## config.mk

```make
export PLATFORM = sky130hd
export DESIGN_NAME = stack_frame_builder
export DESIGN_NICKNAME = d
export VERILOG_FILES = /design/src/rtl/stack_pkg.sv /design/src/rtl/btn_edge_sync.sv /design/src/rtl/stack_frame_builder.sv
export SDC_FILE = /design/constraint.sdc
export NUM_CORES = 1
export LEC_CHECK = 0
export CORE_MARGIN = 5
export CORE_UTILIZATION = 35
export CTS_CLUSTER_SIZE = 8
export DETAILED_ROUTE_END_ITERATION = 16
export HOLD_SLACK_MARGIN = 0.02
export MAX_ROUTING_LAYER = met4
export SYNTH_ARGS = -nofsm -noshare
export SYNTH_HDL_FRONTEND = slang
export SYNTH_SLANG_ARGS = --single-unit
```

## constraint.sdc

```tcl
create_clock -name clk -period 2.8 [get_ports clk]
set_input_delay 0.56 -clock clk [delete_from_list [all_inputs] [get_ports clk]]
set_output_delay 0.56 -clock clk [all_outputs]
set_load 0.005 [all_outputs]
```

## src/rtl/stack_pkg.sv

```systemverilog
// Shared types and frame helpers for the stacker frame builder.
package stack_pkg;

    localparam int ROWS    = 8;
    localparam int COLS    = 8;
    localparam int FRAME_W = ROWS * COLS;
    localparam int ROW_W   = $clog2(ROWS);

    localparam logic DIR_LEFT  = 1'b0;
    localparam logic DIR_RIGHT = 1'b1;

    typedef enum logic [1:0] {IDLE, PLAY, WIN, LOSE} state_e;

    // Row r lives at frame[FRAME_W-1-COLS*r -: COLS]; row 0 is the MSB byte.
    function automatic logic [COLS-1:0] getRow(input logic [FRAME_W-1:0] f,
                                              input logic [ROW_W-1:0] r);
        getRow = '0;
        for (int i = 0; i < ROWS; i++)
            if (r == ROW_W'(i)) getRow = f[FRAME_W-1-COLS*i -: COLS];
    endfunction

    function automatic logic [FRAME_W-1:0] setRow(input logic [FRAME_W-1:0] f,
                                                 input logic [ROW_W-1:0] r,
                                                 input logic [COLS-1:0] v);
        setRow = f;
        for (int i = 0; i < ROWS; i++)
            if (r == ROW_W'(i)) setRow[FRAME_W-1-COLS*i -: COLS] = v;
    endfunction

endpackage

```

## src/rtl/btn_edge_sync.sv

```systemverilog
// Multi-flop synchronizer for the raw stop button with a rising-edge strobe.
module btn_edge_sync #(
    parameter int SYNC_STAGES = 2
) (
    input  logic clk,
    input  logic rst,
    input  logic btn,
    output logic rise
);

    logic [SYNC_STAGES-1:0] syncQ;
    logic                   lastQ;

    always_ff @(posedge clk) begin
        if (!rst) begin
            syncQ <= '0;
            lastQ <= 1'b0;
        end else begin
            syncQ <= {syncQ[SYNC_STAGES-2:0], btn};
            lastQ <= syncQ[SYNC_STAGES-1];
        end
    end

    // A held button yields a single-cycle strobe.
    assign rise = syncQ[SYNC_STAGES-1] & ~lastQ;

endmodule

```

## src/rtl/stack_frame_builder.sv

```systemverilog
// Stacker game FSM: bounces a block on the active row, locks the overlap on
// a stop edge, and publishes the 64-bit frame plus win/lose status.
module stack_frame_builder
    import stack_pkg::*;
#(
    parameter logic [COLS-1:0] INIT_MASK   = 8'h07,
    parameter int              SYNC_STAGES = 2
) (
    input  logic               clk,
    input  logic               rst,
    input  logic               start_sw,
    input  logic               stop_btn,
    input  logic               step_tick,
    output logic [FRAME_W-1:0] frame,
    output logic               frame_upd,
    output logic               win,
    output logic               lose,
    output logic               done,
    output logic [ROW_W-1:0]   row_idx
);

    state_e          state;
    logic [COLS-1:0] mask;
    logic            dir;
    logic            stopEdge;
    logic [COLS-1:0] below;
    logic [COLS-1:0] ov;
    logic [COLS-1:0] tickMask;
    logic            tickDir;

    btn_edge_sync #(.SYNC_STAGES(SYNC_STAGES)) uSync (
        .clk  (clk),
        .rst  (rst),
        .btn  (stop_btn),
        .rise (stopEdge)
    );

    assign below = (row_idx == '0) ? '1 : getRow(frame, row_idx - ROW_W'(1));
    assign ov    = mask & below;

    // Bounce off either wall by reversing and stepping back inside the row.
    always_comb begin
        tickDir  = dir;
        tickMask = mask;
        if (dir == DIR_LEFT) begin
            if (mask[COLS-1]) begin
                tickDir  = DIR_RIGHT;
                tickMask = mask >> 1;
            end else begin
                tickMask = mask << 1;
            end
        end else begin
            if (mask[0]) begin
                tickDir  = DIR_LEFT;
                tickMask = mask << 1;
            end else begin
                tickMask = mask >> 1;
            end
        end
    end

    always_ff @(posedge clk) begin
        if (!rst) begin
            state     <= IDLE;
            mask      <= '0;
            dir       <= DIR_LEFT;
            frame     <= '0;
            frame_upd <= 1'b0;
            win       <= 1'b0;
            lose      <= 1'b0;
            done      <= 1'b0;
            row_idx   <= '0;
        end else begin
            frame_upd <= 1'b0;
            if (state != IDLE && !start_sw) begin
                state     <= IDLE;
                frame     <= '0;
                frame_upd <= 1'b1;
                win       <= 1'b0;
                lose      <= 1'b0;
                done      <= 1'b0;
                row_idx   <= '0;
            end else begin
                case (state)
                    IDLE: if (start_sw) begin
                        state     <= PLAY;
                        mask      <= INIT_MASK;
                        dir       <= DIR_LEFT;
                        row_idx   <= '0;
                        frame     <= setRow('0, '0, INIT_MASK);
                        frame_upd <= 1'b1;
                    end
                    PLAY: begin
                        // Stop is judged on the pre-move mask; a coincident tick is dropped.
                        if (stopEdge) begin
                            if (ov == '0) begin
                                state <= LOSE;
                                lose  <= 1'b1;
                                done  <= 1'b1;
                            end else if (row_idx == ROW_W'(ROWS-1)) begin
                                state     <= WIN;
                                win       <= 1'b1;
                                done      <= 1'b1;
                                mask      <= ov;
                                frame     <= setRow(frame, row_idx, ov);
                                frame_upd <= (ov != mask);
                            end else begin
                                row_idx   <= row_idx + ROW_W'(1);
                                mask      <= ov;
                                frame     <= setRow(setRow(frame, row_idx, ov),
                                                    row_idx + ROW_W'(1), ov);
                                frame_upd <= 1'b1;
                            end
                        end else if (step_tick) begin
                            mask      <= tickMask;
                            dir       <= tickDir;
                            frame     <= setRow(frame, row_idx, tickMask);
                            frame_upd <= 1'b1;
                        end
                    end
                    default: ;
                endcase
            end
        end
    end

endmodule
```

; Yosys cells after proc, flatten, opt, wreduce, memory -nomap -nowiden
; Index checks and enable logic that the tools add are counted.
[op_classes]
reduce_logical = 26
n_mux = 72
eq_ne = 41
addsub = 2
bitwise = 6
[op_table]
columns = cell, n
row1 = 64-bit two-way mux, 5
row2 = 8-bit two-way mux, 39
row3 = 64-bit one-hot mux with 2 select lines, 1
row4 = 5-bit AND reduction, 10
row5 = "3-bit equality test, second input constant", 12
row6 = "3-bit != test, second input constant", 12
row7 = "3-bit by 2-bit equality test with 1-bit output, second input constant", 6
row8 = 8-bit one-hot mux with 2 select lines, 1
row9 = 1-bit two-way mux, 14
row10 = 3-bit two-way mux, 4
row11 = "2-bit != test, second input constant", 6
row12 = "3-bit by 1-bit equality test with 1-bit output, second input constant", 3
row13 = 3-bit zero test, 3
row14 = 8-bit bitwise AND, 1
row15 = 8-bit zero test, 1
row16 = 2-bit two-way mux, 4
row17 = 8-bit != test, 1
row18 = 4-bit AND reduction, 2
row19 = 3-bit one-hot mux with 2 select lines, 1
row20 = 3-bit AND reduction, 2
row21 = 6-bit AND reduction, 1
row22 = 2-bit nonzero test, 3
row23 = 1-bit inverter, 4
row24 = 1-bit one-hot mux with 2 select lines, 2
row25 = other kinds (9), 9
[totals]
word_cells = 165
output_inout_bits = 71
inputBits = 5
register_bits = 85

; Logic depth before layout (Yosys ltp)
[logic_depth]
ltp_word = 18
depth_mapped = 15
depth_no_buf = 10

; Modules after synthesis
; From an unflattened synthesis, not the netlist that was laid out.
[hier_totals]
hier_cells = 748
hier_area_um2 = 5581.6
[by_module_without_submodules]
columns = mod, seq_area_each_um2, cells_per_inst, area_per_inst_um2, n_inst
row1 = stack_frame_builder, 1641.6, 741, 5489.0, 1
row2 = btn_edge_sync, 60.1, 7, 92.6, 1

; Least setup slack after synthesis
; No wires, ideal clock.
[synth_path]
path_type = register -> register
from = register row_idx[0]
to = register frame[7]
n_path_buf = 4
slack_ns = -0.191
period_less_slack_ns = 2.991
arrival_ns = 2.841
stages_incl_launch_ff = 15
t_required_ns = 2.650
setup_time_ns = 0.150
cell_sequence = dfxtp_1 inv_1 ha_1 buf_2 buf_2 a21oi_1 a2bb2oi_1 a211o_1 o211ai_1 nand2_1 or4_1 buf_2 buf_6 nand3_1 a21oi_1
[synth_between]
elab_chain_cells = 17
word_cells_on_any_way = 33
cone_classes = add/sub (2) / eq/ne (12) / mux (14) / bitwise (1) / reduce/logical (4)
[synth_lines]
columns = item, line_no
row1 = from (decl), stack_frame_builder.sv:19  ; output logic [ROW_W-1:0] row_idx
row2 = from (signal assigned), stack_frame_builder.sv:108  ; row_idx <= row_idx + ROW_W'(1);
row3 = 3-bit by 1-bit subtractor with 3-bit output, stack_frame_builder.sv:38  ; assign below = (row_idx == '0) ? '1 : getRow(frame, row_idx - ROW_W'(1));
row4 = 3-bit zero test, stack_pkg.sv:19  ; if (r == ROW_W'(i)) getRow = f[FRAME_W-1-COLS*i -: COLS];
row5 = 8-bit two-way mux (8 in a row), stack_pkg.sv:19
row6 = 8-bit two-way mux, stack_frame_builder.sv:38
row7 = 8-bit bitwise AND, stack_frame_builder.sv:39  ; assign ov = mask & below;
row8 = 8-bit two-way mux, stack_pkg.sv:27  ; if (r == ROW_W'(i)) setRow[FRAME_W-1-COLS*i -: COLS] = v;
row9 = 64-bit two-way mux, stack_frame_builder.sv:100  ; end else if (row_idx == ROW_W'(ROWS-1)) begin
row10 = 64-bit two-way mux, stack_frame_builder.sv:96  ; if (ov == '0) begin
row11 = 64-bit two-way mux, stack_frame_builder.sv:95  ; if (stopEdge) begin
row12 = 64-bit one-hot mux with 2 select lines, stack_frame_builder.sv:84  ; case (state)
row13 = to (signal assigned), stack_frame_builder.sv:90  ; frame <= setRow('0, '0, INIT_MASK);
row14 = to (signal assigned), stack_frame_builder.sv:105  ; frame <= setRow(frame, row_idx, ov);
row15 = to (signal assigned), stack_frame_builder.sv:110  ; frame <= setRow(setRow(frame, row_idx, ov),
row16 = to (decl), stack_frame_builder.sv:14  ; output logic [FRAME_W-1:0] frame,
; Several ways; a longest one is shown, not always the timed one. The select of a mux whose other input is x is not followed.
; A chain may end at the register's enable or synchronous reset.

; Worst setup path in the final report
[layout_path]
from = register row_idx[0]
to = register frame[20]
[layout_between]
elab_chain_cells = 18
word_cells_on_any_way = 34
cone_classes = add/sub (2) / eq/ne (12) / mux (15) / bitwise (1) / reduce/logical (4)
[layout_lines]
columns = item, line_no
row1 = 3-bit by 1-bit subtractor with 3-bit output, stack_frame_builder.sv:38
row2 = 3-bit zero test, stack_pkg.sv:19
row3 = 8-bit two-way mux (8 in a row), stack_pkg.sv:19
row4 = 8-bit two-way mux, stack_frame_builder.sv:38
row5 = 8-bit bitwise AND, stack_frame_builder.sv:39
row6 = 8-bit two-way mux (2 in a row), stack_pkg.sv:27
row7 = 64-bit two-way mux, stack_frame_builder.sv:100
row8 = 64-bit two-way mux, stack_frame_builder.sv:96
row9 = 64-bit two-way mux, stack_frame_builder.sv:95
row10 = 64-bit one-hot mux with 2 select lines, stack_frame_builder.sv:84
; Several ways; a longest one is shown, not always the timed one. The select of a mux whose other input is x is not followed.

==> reports/metrics.cfg <==
[floorplan]
die-area_um2 = 18900
core_area_um2 = 15900
die_y_um = 138
die_w_um = 138
start_util_pct = 35.7
rows = 46
io_pins = 76

[logic_synthesis]
avgSynthCellArea_um2 = 7.56
netlist_instances = 753
ys_ff_latch = 85
ys_seq_area_share_pct = 29.9
synthFlopType = dfxtp_1
synth_cell_types = 66
netlist_area_um2 = 5690
syn_nets = 766
synth-edff-count = 0
synthArstFlopShare_pct = 0
yosysWarnings = 0

[critical_path]
crit_top_cell = buf_6
crit_cells = 13
cp_cell_sequence = buf_6 > inv_8 > ha_4 > buf_6 > and3b_2 > a2111oi_4 > o22ai_2 > o21ai_4 > nand4_4 > o311a_4 > o22ai_4 > buf_12 > mux2i_1
reg2reg_from = row_idx[0]$_SDFFE_PP0P_
worstSetupPathType = reg2reg
end_kind = register
critical-path-top-delay-family = compound AO/OA/AOI/OAI gates
r2r_slack_ns = -0.30
arrival_ns = 3.39
critical_path.max_stage_delay_ns = 0.50
rr_worst_depth = 13
cp-startpoint = row_idx[0]$_SDFFE_PP0P_
rr_endpoint = frame[20]$_SDFFE_PP0P_
critPathBufInv = 4
critPathSlowestCell = o311a_4
worstPathMaxFanout = 8
cp.required_ns = 3.09
setup.worst_path.end = frame[20]$_SDFFE_PP0P_
critPathLaunchType = register

[placed_design]
dp_hpwl_um = 16800
place_congestion = 1.04
port_buffers = 75
placed_area_um2 = 7460

[run_status]
failed_checks = setup timing
status = finished, violations left

[layout]
fin_area_um2 = 8430
layout_common_cells = nand2_1 (140), o21ai_0 (115), buf_4 (102)
final_common_cell = nand2_1
fin_nets = 930
drive_gt1_share_pct = 26.7
syn2layout_area_growth_pct = 48.1
diodes = 0

[sta]
grt_setup_unrepaired = yes
finalClockSkew_ns = 0.00816
finalCritPeriodShare_pct = 111
finalMaxSlewViolations = 0
worstMarginPinSlew_ns = 0.765
setup_viol = 80
layout_setup_ws_ns = -0.301
final-hold-violation-count = 0
slew_headroom_pct = 48.5
fin_crit_ns = 3.10
fmax_mhz = 322

[clock_network]
clock-sinks = 85
ctsHoldBuffers = 0
htreeDepth = 3
clk_transition_reported_paths_ns = 0.07
numCtsBuffers = 9
worstSkewPairLatency_ns = 0.35
root_buffer = clkbuf_16
clockBufferDepth = 2
cts_tree = built

[drt]
drc = 0
num_vias = 6391
wl_per_cell_um = 20.7
drt-total-wl_um = 23500
ant_nets = 0
viasPerCell = 5.62
drtIter0Drc = 616
firstDrtPassIters = 6

[grt]
antenna_found_initial = 0
grt_usage_pct = 25.4
grt_pass1_vias = 5857
grt_pass1_wl_um = 35000
grt_overflow_total = 0
grt_start_max_net_pins = 37

[pwr]
p_leak_nw = 3.18
p_per_area_nw_per_um2 = 368
total_power_mw = 3.10
max-vdd-ir-drop_uv = 298

[worst_hold_path]
hold_path.class = reg2reg

[run]
maxCapViolCount = 0

==> what timing repair did <==
action,in CTS,in global routing
gates cloned,1,2
buffers inserted,14,5
endpoints found under the setup margin,81,81
hold endpoints to repair,0,0
pin swaps,15,42
resized for setup,40,83
==> sequential cells by signal (all words and copies together), names as in the netlist <==
name,cells
frame,64
mask,8
row_idx,3
state,2
uSync.syncQ,2
dir,1
done,1
frame_upd,1
lose,1
uSync.lastQ,1
win,1
==> layout make-up <==
| cell class | instances | area, µm² |
|---|---|---|
| flip-flops and latches | 85 | 1710 |
| repair buffers | 206 | 1930 |
| clock inverters | 5 | 60.1 |
| clock buffers | 11 | 243 |
| multi-input cells | 595 | 4130 |
| inverters | 20 | 82.6 |
| fillers | 1536 | 7510 |
| well taps | 216 | 270 |
==> worst min-delay path by stage <==
| stage | slack (ns) | endpoint | depth (start not counted) | start |
|---|---|---|---|---|
| detailed placement | 0.43 | uSync.syncQ[1]$_SDFF_PN0_ | 1 | uSync.syncQ[0]$_SDFF_PN0_ |
| global route | 0.46 | uSync.syncQ[1]$_SDFF_PN0_ | 1 | uSync.syncQ[0]$_SDFF_PN0_ |
| CTS | 0.44 | uSync.syncQ[1]$_SDFF_PN0_ | 1 | uSync.syncQ[0]$_SDFF_PN0_ |
| finish | 0.44 | uSync.syncQ[1]$_SDFF_PN0_ | 1 | uSync.syncQ[0]$_SDFF_PN0_ |
| global placement | 0.42 | uSync.syncQ[1]$_SDFF_PN0_ | 1 | uSync.syncQ[0]$_SDFF_PN0_ |
| floorplan | 0.41 | uSync.syncQ[1]$_SDFF_PN0_ | 1 | uSync.syncQ[0]$_SDFF_PN0_ |
==> metal layers <==
metal / vias to the layer above / global-route usage (%) / wire [µm]
met2: 295 / 39.3 / 10800
li1: 3020 / - / -
met5: - / - / 0
met3: 54 / 2.81 / 1640
met1: 3022 / 33.5 / 10000
met4: 0 / 11.1 / 1020
==> per-stage QoR <==
| stage | util (%) | std cells | TNS [ns] | hold WS [ns] | setup slack (ns) |
|---|---|---|---|---|---|
| 3_5_place_dp | 46.8 | 1102 | -24.30 | 0.429 | -0.499 |
| 2_1_floorplan | - | 753 | 0 | 0.412 | 0.00514 |
| 4_1_cts | 50.5 | 1132 | -9.26 | 0.440 | -0.193 |
| 3_3_place_gp | 46.8 | 1102 | -23.40 | 0.418 | -0.484 |
| 6_report | 52.9 | 1138 | -19.23 | 0.440 | -0.301 |
| 5_1_grt | 52.9 | 1138 | -26.85 | 0.459 | -0.418 |
==> logic make-up after synthesis <==
family	share of synthesized area, %
compound gates	29.0
simple gates	20.3
flops	29.9
buf+inv	5.78
mux	13.0
fa+ha+maj	1.76
xor+xnor	0.286
==> synth_stat cells (3+ instances only) <==
library cell  count  area (µm²)
nor3_1            3        15.0
a21o_1            4        30.0
nor3b_1           7        52.6
o21ai_0         129         646
a31oi_1           5        31.3
and2_1            6        37.5
a211oi_1          3        22.5
buf_6             3        33.8
a221oi_1          4        35.0
o21a_1            4        30.0
nand2_1         142         533
nor4b_1           4        35.0
ha_1              8         100
nand3_1          15        75.1
and3_1            3        18.8
o22ai_4           6         120
o31ai_1           3        22.5
nand2b_1          3        18.8
a2bb2oi_1         5        43.8
or2_1             3        18.8
inv_1            17        63.8
clkbuf_1         32         120
mux2_2            8        90.1
a2111oi_0         4        35.0
buf_2            14        70.1
nand3b_1          7        52.6
o22ai_1           4        25.0
a211o_1           3        26.3
mux2i_1          65         651
a21oi_1          67         335
nor2_1           31         116
buf_4             4        30.0
dfxtp_1          85        1700
nor2b_1          11        68.8
==> power by group <==
part	switching [mW]	internal [mW]
Clock	0.516	0.717
Sequential	0.0417	1.24
Combinational	0.322	0.271
No activity file was read; power rests on OpenSTA's default activity.
